$ cat config.mk
export PLATFORM = sky130hd
export DESIGN_NAME = call_stack_ctrl_flat
export DESIGN_NICKNAME = d
export VERILOG_FILES = /design/src/rtl/cs_if.sv /design/src/rtl/call_stack_ctrl.sv /design/src/flat_wrapper.sv
export SDC_FILE = /design/constraint.sdc
export NUM_CORES = 1
export LEC_CHECK = 0
export ABC_CLOCK_PERIOD_IN_PS = 2100
export CORE_UTILIZATION = 50
export DETAILED_ROUTE_END_ITERATION = 7
export DONT_BUFFER_PORTS = 1
export GPL_TIMING_DRIVEN = 0
export PLACE_DENSITY = 0.64
export SKIP_CTS_REPAIR_TIMING = 1
export SYNTH_ARGS = -nofsm -noshare
export SYNTH_HDL_FRONTEND = slang
export SYNTH_SLANG_ARGS = --single-unit
$ cat constraint.sdc
create_clock -name clk -period 2.1 [get_ports clk]
set_input_delay 0.42 -clock clk [delete_from_list [all_inputs] [get_ports clk]]
set_output_delay 0.42 -clock clk [all_outputs]
set_load 0.03 [all_outputs]
$ cat src/rtl/cs_if.sv
// Call-stack control bundle: request/response and register-file strobes.
// The slave modport is the call_stack_ctrl side.
interface cs_if #(
    parameter int PC_WIDTH = 5
);
    logic                cs_call;
    logic                cs_ret;
    logic [PC_WIDTH-1:0] cs_ret_addr_in;
    logic                cs_err_clr;
    logic                cs_ready;
    logic                cs_pc_load;
    logic [PC_WIDTH-1:0] cs_pc_out;
    logic                rf_stack_push;
    logic                rf_stack_pop;
    logic [PC_WIDTH-1:0] rf_stack_pointer;
    logic                cs_overflow;
    logic                cs_underflow;

    modport slave (
        input  cs_call, cs_ret, cs_ret_addr_in, cs_err_clr,
        output cs_ready, cs_pc_load, cs_pc_out,
        output rf_stack_push, rf_stack_pop, rf_stack_pointer,
        output cs_overflow, cs_underflow
    );

    modport master (
        output cs_call, cs_ret, cs_ret_addr_in, cs_err_clr,
        input  cs_ready, cs_pc_load, cs_pc_out,
        input  rf_stack_push, rf_stack_pop, rf_stack_pointer,
        input  cs_overflow, cs_underflow
    );
endinterface

$ cat src/rtl/call_stack_ctrl.sv
// Return-address stack sequencer with register-file context strobes.
// Define CS_ERR_TRAP_EN for sticky error flags that stall cs_ready.
module call_stack_ctrl #(
    parameter int PC_WIDTH = 5,
    parameter int WIDTH    = 8,
    parameter int DEPTH    = 8
) (
    input logic clk,
    input logic rst_n,
    cs_if.slave bus
);
    localparam int AW = (DEPTH > 1) ? $clog2(DEPTH) : 1;
    localparam logic [PC_WIDTH-1:0] SP_MAX = PC_WIDTH'(DEPTH);
    localparam logic [PC_WIDTH-1:0] SP_ONE = PC_WIDTH'(1);

    if (DEPTH < 1 || DEPTH >= (1 << PC_WIDTH) || WIDTH < 1) begin : g_bad_cfg
        $error("call_stack_ctrl: invalid DEPTH/PC_WIDTH/WIDTH");
    end

    typedef enum logic [1:0] {IDLE, PUSH, POP, LOAD} state_t;

    state_t              state, nxt;
    logic [PC_WIDTH-1:0] sp, sp_dec, pc_q;
    logic [PC_WIDTH-1:0] ret_mem [2**AW];
    logic                ovf_q, unf_q;
    logic                err_hold, accept, full, empty;
    logic                push_req, pop_req, ovf_set, unf_set;

`ifdef CS_ERR_TRAP_EN
    assign err_hold = ovf_q | unf_q;
`else
    assign err_hold = 1'b0;
`endif

    assign accept   = (state == IDLE) && !err_hold;
    assign full     = sp >= SP_MAX;
    assign empty    = sp == '0;
    assign sp_dec   = sp - SP_ONE;
    assign push_req = accept && bus.cs_call && !full;
    assign pop_req  = accept && !bus.cs_call && bus.cs_ret && !empty;
    assign ovf_set  = accept && bus.cs_call && full;
    assign unf_set  = accept && !bus.cs_call && bus.cs_ret && empty;

    // State register; reset aborts any in-flight push/pop/load.
    always_ff @(posedge clk or negedge rst_n) begin
        if (!rst_n) state <= IDLE;
        else        state <= nxt;
    end

    // Next-state: call wins over return, busy cycles ignore requests.
    always_comb begin
        nxt = state;
        unique case (state)
            IDLE: begin
                if (push_req)     nxt = PUSH;
                else if (pop_req) nxt = POP;
            end
            PUSH:    nxt = IDLE;
            POP:     nxt = LOAD;
            LOAD:    nxt = IDLE;
            default: nxt = IDLE;
        endcase
    end

    // Stack pointer moves after the strobe; PC is fetched as SP drops.
    always_ff @(posedge clk or negedge rst_n) begin
        if (!rst_n) begin
            sp   <= '0;
            pc_q <= '0;
        end else begin
            if (state == PUSH) sp <= sp + SP_ONE;
            if (state == POP) begin
                sp   <= sp_dec;
                pc_q <= ret_mem[sp_dec[AW-1:0]];
            end
        end
    end

    // Return-address storage, written when a call is accepted.
    always_ff @(posedge clk) begin
        if (push_req) ret_mem[sp[AW-1:0]] <= bus.cs_ret_addr_in;
    end

    // Error flags: a new error always beats a clear.
    always_ff @(posedge clk or negedge rst_n) begin
        if (!rst_n) begin
            ovf_q <= 1'b0;
            unf_q <= 1'b0;
        end else begin
`ifdef CS_ERR_TRAP_EN
            ovf_q <= ovf_set | (ovf_q & ~bus.cs_err_clr);
            unf_q <= unf_set | (unf_q & ~bus.cs_err_clr);
`else
            ovf_q <= ovf_set;
            unf_q <= unf_set;
`endif
        end
    end

    assign bus.cs_ready         = accept;
    assign bus.rf_stack_push    = state == PUSH;
    assign bus.rf_stack_pop     = state == POP;
    assign bus.cs_pc_load       = state == LOAD;
    assign bus.cs_pc_out        = pc_q;
    assign bus.rf_stack_pointer = sp;
    assign bus.cs_overflow      = ovf_q;
    assign bus.cs_underflow     = unf_q;
endmodule

$ cat src/flat_wrapper.sv
// flat-port wrapper written by rule: the top's interface ports become plain ports
module call_stack_ctrl_flat 
#(
    parameter int PC_WIDTH = 5,
    parameter int WIDTH    = 8,
    parameter int DEPTH    = 8
)
  (clk, rst_n, bus_cs_call, bus_cs_ret, bus_cs_ret_addr_in, bus_cs_err_clr, bus_cs_ready, bus_cs_pc_load, bus_cs_pc_out, bus_rf_stack_push, bus_rf_stack_pop, bus_rf_stack_pointer, bus_cs_overflow, bus_cs_underflow);
  cs_if #(.PC_WIDTH(PC_WIDTH)) bus_i ();
  input logic clk;
  input logic rst_n;
  input wire logic [$bits(bus_i.cs_call)-1:0] bus_cs_call;
  input wire logic [$bits(bus_i.cs_ret)-1:0] bus_cs_ret;
  input wire logic [$bits(bus_i.cs_ret_addr_in)-1:0] bus_cs_ret_addr_in;
  input wire logic [$bits(bus_i.cs_err_clr)-1:0] bus_cs_err_clr;
  output wire logic [$bits(bus_i.cs_ready)-1:0] bus_cs_ready;
  output wire logic [$bits(bus_i.cs_pc_load)-1:0] bus_cs_pc_load;
  output wire logic [$bits(bus_i.cs_pc_out)-1:0] bus_cs_pc_out;
  output wire logic [$bits(bus_i.rf_stack_push)-1:0] bus_rf_stack_push;
  output wire logic [$bits(bus_i.rf_stack_pop)-1:0] bus_rf_stack_pop;
  output wire logic [$bits(bus_i.rf_stack_pointer)-1:0] bus_rf_stack_pointer;
  output wire logic [$bits(bus_i.cs_overflow)-1:0] bus_cs_overflow;
  output wire logic [$bits(bus_i.cs_underflow)-1:0] bus_cs_underflow;
  assign bus_i.cs_call = bus_cs_call;
  assign bus_i.cs_ret = bus_cs_ret;
  assign bus_i.cs_ret_addr_in = bus_cs_ret_addr_in;
  assign bus_i.cs_err_clr = bus_cs_err_clr;
  assign bus_cs_ready = bus_i.cs_ready;
  assign bus_cs_pc_load = bus_i.cs_pc_load;
  assign bus_cs_pc_out = bus_i.cs_pc_out;
  assign bus_rf_stack_push = bus_i.rf_stack_push;
  assign bus_rf_stack_pop = bus_i.rf_stack_pop;
  assign bus_rf_stack_pointer = bus_i.rf_stack_pointer;
  assign bus_cs_overflow = bus_i.cs_overflow;
  assign bus_cs_underflow = bus_i.cs_underflow;
  call_stack_ctrl #(.PC_WIDTH(PC_WIDTH), .WIDTH(WIDTH), .DEPTH(DEPTH)) u_core (.clk(clk), .rst_n(rst_n), .bus(bus_i));
endmodule
==> summary.md, run 1 <==
| Metric | Value |
|---|---|
| Status | complete, but fails checks |
| Failing checks | design-rule violations |
| Gpl congestion | 0.7595 |
| Placed instance count | approximately 210 |
| Tot GR Track Use | 0.1789 |
| Layout Cells excl Fill | 222 |
| Clk buf depth | 2 |
| RR Startpoint | u_core.bus.rf_stack_pointer[0] |
| Reg-to-reg endpoint | u_core.bus.cs_pc_out[3] |
| Setup TNS | 0 ns |
| Distinct cells, synth | 35 |
| Worst Tran Pin Value | 0.6706 ns |
| Setup Skew | 0.01247 ns |
| DR iter-0 viols | 56 |
| Worst R2R Setup Slack | 0.1 ns |
| First-pass GRT wire length | 6444 um |
| Post-Route WL | 4185 um |
| Final min period | between 2 and 2.5 ns |
| Via/cell ratio | 5.662 |
| Most frequent cells in the layout | edfxtp_1 (40), mux2i_1 (20), dfrtp_1 (12), nor2b_1 (6) |
| Post-synthesis simple-gate area fraction | 0.08961 |
| Max_cap viols | 0 |
| Yosys warnings | 0 |
| Final Cycle Share | 0.9527 |
| Sequential power share | 0.402 |
| Comb power frac | 0.425 |
| Number of global-route vias before repair | 1223 |
| Hold wc startpoint | bus_cs_ret_addr_in[2] |
| Setup violators final | 0 |
| #FFs+latches synth | 54 |
| Switching part of the total power | 0.4105 |
| Mux cell area share after synthesis | 0.08484 |
| Setup slack at placement | -0.3507 ns |
| Register area | 1556 um2 |
| Final hold vios | 0 |
| Adder-cell area share of the yosys netlist | 0.03181 |
| Cells after Synth | 159 |
| Cell Pwr Density | 1575 nW/um2 |
| Initial antenna violation count | 0 |
| Power share of the clock group | 0.173 |
| Die Y | 70.70 um |
| FMAX | 499.9 MHz |
| Leakage power | 0.9632 nW |
| IO Pins | 26 |
| CP Capture Type | flop |
| Post-Syn Area | ~2400 um2 |
| Tightest Hold Check Type | primary input to flop |
| Initial Util | 0.5310 |
| XOR/XNOR Fraction of Synth Area | 0.03022 |
| Area of the die | 4998 um2 |
| Hpwl dp | 2981 um |
| Max IR drop VDD | 0.6281 mV |
| Vias | approximately 1300 |
| Post-route ant nets | 0 |
| Hold endpoint | u_core.ret_mem[1][2] |
| Area occupied by multi-input gates | 810.8 um2 |
| Largest family of logic cells by synthesized area | simple AND/OR/NAND/NOR gates |
| CTS root buf | clkbuf_8 |
| Die Wd | 70.70 um |
| IO buf count | 0 |
| WP data required | 2.32 ns |
| Layout cells sized above 1 | 0.2353 |
| Clock transition at the registers of the reported paths | around 0.10 ns |
| CTS tree | built |
| Critical path arrival | ~2.2 ns |
| First-pass iteration count of the detailed router | 6 |
| Most common cell after layout, fill and taps aside | edfxtp_1 |
| Register area share after synthesis | 0.6575 |
| # rows | 24 |
| Compound-Gate Fraction of Synth Area | 0.07953 |
| H-tree levels | 2 |
| Cts bufs inserted | 5 |
| Core Box Area | around 4400 um2 |
| Worst setup margin | 0.09943 ns |
| Hold path depth | 0 |
| Final Max Slew Viols | 0 |
| Net load switching power | 1.709 mW |
| Power, Total | 4.162 mW |
| Int Power | roughly 2.5 mW |
| Area Growth Syn to Fin | 11.98% |
| Relative slew margins | 0.5515 |
| Largest net degree at the start of global routing | 19 |
| Post-layout util | 0.5946 |
| Nets@finish | 185 |
| Congestion Overflow GR | 0 |
| Post-Syn Area per Cell | 14.84 um2 |
| WL per Instance | 18.85 um |
| Crit Path Max Fanout | 10 |
| Worst setup SP type | flop |
| Fillers | 340 |
| Clk Latency, worst-skew pair | ~0.32 ns |
| WS Path Type | flop to flop |
| Mapped Nets | 175 |
| Worst-case reg-to-reg path depth | 7 |
| Clock sinks | 54 |
| RSZ-0062 raised after global routing | false |
| Diode count | 0 |
| DRC errors left | 6 |
-- power groups by stage --
stage / sequential (mW) / clock [mW] / combinational [mW]
finish: 1.67 / 0.720 / 1.77
global route: 1.69 / 0.763 / 1.89
CTS: 1.66 / 0.723 / 1.68
detailed placement: 1.68 / 0 / 1.67
global placement: 1.67 / 0 / 1.63
floorplan: 1.64 / 0 / 1.38
-- cell usage after synthesis --
| master | count | share of area |
|---|---|---|
| a21oi_1 | 2 | 0.0042 |
| a22oi_1 | 5 | 0.016 |
| a22oi_2 | 5 | 0.027 |
| a31o_1 | 5 | 0.019 |
| a31oi_1 | 1 | 0.0027 |
| and2_2 | 1 | 0.0032 |
| and2_4 | 2 | 0.0074 |
| and3_1 | 1 | 0.0027 |
| buf_2 | 1 | 0.0021 |
| buf_4 | 1 | 0.0032 |
| buf_6 | 2 | 0.0095 |
| clkbuf_1 | 1 | 0.0016 |
| clkbuf_2 | 1 | 0.0021 |
| dfrtp_1 | 14 | 0.15 |
| edfxtp_1 | 40 | 0.51 |
| ha_1 | 6 | 0.032 |
| inv_1 | 5 | 0.0080 |
| mux2i_1 | 20 | 0.085 |
| nand2_1 | 5 | 0.0080 |
| nand2b_1 | 2 | 0.0053 |
| nand3b_1 | 1 | 0.0032 |
| nand4_1 | 2 | 0.0053 |
| nor2_1 | 11 | 0.017 |
| nor2_2 | 2 | 0.0053 |
| nor2b_1 | 6 | 0.016 |
| nor2b_2 | 1 | 0.0037 |
| nor3_1 | 3 | 0.0064 |
| nor3b_1 | 1 | 0.0032 |
| nor4_1 | 1 | 0.0027 |
| o211ai_1 | 1 | 0.0032 |
| o21ai_0 | 3 | 0.0064 |
| o21ai_1 | 1 | 0.0021 |
| xnor2_1 | 4 | 0.015 |
| xnor2_4 | 1 | 0.012 |
| xor2_1 | 1 | 0.0037 |
-- kinds of logic after synthesis --
| logic type | after synthesis |
|---|---|
| compound gates | 23 |
| xor+xnor | 6 |
| fa+ha+maj | 6 |
| buf+inv | 11 |
| flops | 54 |
| mux | 20 |
| simple gates | 39 |
-- state kept, by name, summed over array words and instances (netlist names) --
signal,cells
u_core.bus.cs_underflow,1
u_core.bus.cs_overflow,1
u_core.bus.cs_pc_out,5
u_core.state,2
u_core.ret_mem,40
u_core.bus.rf_stack_pointer,5
-- critical path: stages (launching register included) --
cell and delay [ns]:
dfrtp_2 0.56, inv_2 0.12, ha_1 0.29, clkbuf_2 0.14, buf_6 0.19, mux2i_1 0.22
a22oi_1 0.13, a31o_1 0.25
-- how the worst max path moves through the flow --
stage	from	endpoint	slack, ns	cells after the start
after floorplan	u_core.state[0]	u_core.ret_mem[1][0]	0.03	5
after global placement	u_core.state[0]	u_core.ret_mem[0][2]	-0.34	5
after detailed placement	u_core.state[0]	u_core.ret_mem[0][3]	-0.35	5
after CTS	u_core.state[0]	u_core.ret_mem[0][0]	-0.36	5
after global routing	u_core.bus.rf_stack_pointer[0]	u_core.bus.cs_pc_out[1]	0.02	7
final	u_core.bus.rf_stack_pointer[0]	u_core.bus.cs_pc_out[3]	0.1	7
-- metal layers --
metal  vias up  routed length (um)  track usage
met4         0                  64      0.06667
met1       621                1922       0.2360
met2        24                2015       0.2788
met5         -                   0            0
li1        606                   -            -
met3         6                 183      0.05840
-- per-stage QoR --
| step | area, um2 | hold slack [ns] |
|---|---|---|
| 5_1_grt | 2643 | 0.1700 |
| 6_report | 2643 | 0.1861 |
| 3_3_place_gp | 2425 | 0.1247 |
| 3_5_place_dp | 2425 | 0.1247 |
| 4_1_cts | 2542 | -0.2239 |
| 2_1_floorplan | 2360 | 0.1244 |
-- area by class of cell --
class	instances	share of cell area
clock inverter	3	0.01847
sequential	54	0.5890
inverter	5	0.007102
tap	52	0.02462
multi-input combinational	94	0.3068
buffer	6	0.01847
clock buffer	5	0.02604
timing repair buffer	3	0.009470
No activity file was read; power rests on OpenSTA's default activity.
==> run 2: changes to the inputs <==
--- a/config.mk
+++ b/config.mk
@@ -11,6 +11,7 @@
 export DONT_BUFFER_PORTS = 1
 export GPL_TIMING_DRIVEN = 0
 export PLACE_DENSITY = 0.64
+export REMOVE_ABC_BUFFERS = 1
 export SKIP_CTS_REPAIR_TIMING = 1
 export SYNTH_ARGS = -nofsm -noshare
 export SYNTH_HDL_FRONTEND = slang
==> run 2 against run 1 <==
Compared with the run above: the flow still finishes with violations (design-rule violations); sequential cell count stayed put; worst hold slack better by 0.017 ns; core utilization is 1.5 points lower; critical path depth is 4 lower; maximum frequency is 1.5% higher; clock skew is 0.0048 ns lower; non-clock buffer count is 5 lower; total power is 3.3% lower; sequential power is 2% higher; critical path type unchanged; critical endpoint is now u_core.ret_mem[7][0]; highest routed layer unchanged.
==> summary.md, run 2 (synthesized netlist as in run 1, its figures left out) <==
| Metric | Value |
|---|---|
| First-pass GRT wire length | 6272 um |
| Int Power | 2.367 mW |
| Hold wc startpoint | bus_cs_ret_addr_in[0] |
| Critical path arrival | 1.95 ns |
| Clk Latency, worst-skew pair | 0.30 ns |
| Initial antenna violation count | 0 |
| Tightest Hold Check Type | primary input to flop |
| DR iter-0 viols | 66 |
| Failing checks | design-rule violations |
| Worst Tran Pin Value | 0.8373 ns |
| Comb power frac | 0.436 |
| Hpwl dp | 2610 um |
| Diode count | 0 |
| Sequential power share | 0.425 |
| Nets@finish | 180 |
| Most frequent cells in the layout | edfxtp_1 (40), mux2i_1 (20), dfrtp_1 (12), nor2_2 (8), nor2b_1 (6) |
| RR Startpoint | u_core.bus.rf_stack_pointer[3] |
| Setup violators final | 0 |
| Final Max Slew Viols | 0 |
| Vias | between 1000 and 1500 |
| CP Capture Type | flop |
| Area of the die | 4998 um2 |
| Setup Skew | around 0.0077 ns |
| Max IR drop VDD | 0.6847 mV |
| Largest register FFs | 40 |
| RSZ-0062 raised after global routing | false |
| Post-route ant nets | 0 |
| First-pass iteration count of the detailed router | 6 |
| Initial Util | 0.5310 |
| Hold endpoint | u_core.ret_mem[1][0] |
| Post-Route WL | around 4000 um |
| Max_cap viols | 0 |
| Tot GR Track Use | 0.1731 |
| Final hold vios | 0 |
| Congestion Overflow GR | 0 |
| WS Path Type | flop to flop |
| Status | complete, but fails checks |
| Power share of the clock group | 0.139 |
| # rows | 24 |
| Worst setup margin | 0.1294 ns |
| Worst path slowest cell | dfrtp_1 |
| Final min period | around 2 ns |
| Die Y | 70.70 um |
| DRC errors left | 2 |
| Worst R2R Setup Slack | 0.13 ns |
| Final Cycle Share | 0.9384 |
| Cts bufs inserted | 5 |
| Crit Path Max Fanout | 6 |
| FMAX | 507.5 MHz |
| Relative slew margins | 0.4418 |
| Clock transition at the registers of the reported paths | 0.10 ns |
| Die Wd | between 70 and 80 um |
| Layout cells sized above 1 | 0.2121 |
| Number of global-route vias before repair | 1145 |
| Largest net degree at the start of global routing | 22 |
| Hold path depth | 0 |
| Reg-to-reg endpoint | u_core.ret_mem[7][0] |
| CP Cell Sequence | nor2_1, nand4_1, nor2_2 |
| Via/cell ratio | approximately 5.6 |
| Most common cell after layout, fill and taps aside | edfxtp_1 |
| Worst Setup SP | u_core.bus.rf_stack_pointer[3] |
| Area occupied by multi-input gates | 800.8 um2 |
| Cell Pwr Density | 1562 nW/um2 |
| CP top delay family | simple AND/OR/NAND/NOR gates |
| Fillers | about 350 |
| IO Pins | 26 |
| Post-layout util | 0.5797 |
| Slowest Stage Delay on Critical Path | 0.54 ns |
| Leakage power | 0.9266 nW |
| Setup slack at placement | -0.6802 ns |
| Gpl congestion | approximately 0.77 |
| Clk buf depth | 2 |
| Register area | 1554 um2 |
| H-tree levels | 2 |
| WP data required | between 2 and 2.5 ns |
| Clock sinks | 54 |
| Worst-case reg-to-reg path depth | 3 |
| Net load switching power | 1.659 mW |
| CP Buf/Inv Count | 0 |
| CTS tree | built |
| CTS root buf | clkbuf_8 |
| IO buf count | 0 |
| Switching part of the total power | 0.4121 |
| Core Box Area | 4444 um2 |
| Worst setup SP type | flop |
| WL per Instance | 18.46 um |
| Area Growth Syn to Fin | 9.173% |
-- run 2: worst register-to-register path, stage by stage (launching register included) --
cell and delay [ns]:
dfrtp_1 0.54, nor2_1 0.36, nand4_1 0.35, nor2_2 0.39
-- run 2: power groups by stage --
stage / Combinational [mW] / Clock (mW) / Sequential (mW)
floorplan: 1.26 / 0 / 1.67
global placement: 1.49 / 0 / 1.70
detailed placement: 1.51 / 0 / 1.71
CTS: 1.52 / 0.573 / 1.69
global route: 1.90 / 0.615 / 1.74
finish: 1.75 / 0.561 / 1.71
-- run 2: worst max-delay path by stage --
| stage | to | slack, ns | cells past startpoint |
|---|---|---|---|
| floorplan | u_core.bus.cs_pc_out[0] | -0.27 | 5 |
| global placement | u_core.bus.cs_pc_out[3] | -0.65 | 5 |
| detailed placement | u_core.bus.cs_pc_out[3] | -0.68 | 5 |
| CTS | u_core.bus.cs_pc_out[3] | -0.69 | 5 |
| global route | u_core.ret_mem[6][0] | 0.008 | 3 |
| finish | u_core.ret_mem[7][0] | 0.13 | 3 |
-- run 2: through the flow --
stage	std cells	total power, mW	instance area [um2]	hold WS [ns]	setup TNS (ns)
3_3_place_gp	205	3.190	2381	0.1247	-6.272
4_1_cts	213	3.776	2470	-0.2126	-8.862
5_1_grt	217	4.251	2576	0.1844	0
6_report	217	4.025	2576	0.2036	0
3_5_place_dp	205	3.221	2381	0.1247	-8.082
2_1_floorplan	153	2.927	2316	0.1244	-1.361
-- run 2: layout make-up --
type / instances / area share
clock buffer: 5 / 0.02671
sequential: 54 / 0.6032
multi-input combinational: 94 / 0.3108
inverter: 5 / 0.007285
timing repair buffer: 4 / 0.01894
clock inverter: 3 / 0.007771
tap: 52 / 0.02525
-- run 2: metal layers --
layer	track usage	vias to the layer above	wire (um)
li1	-	599	-
met1	0.2386	603	1893
met2	0.2660	17	1931
met3	0.05413	5	138
met4	0.05333	0	42
met5	0	-	0
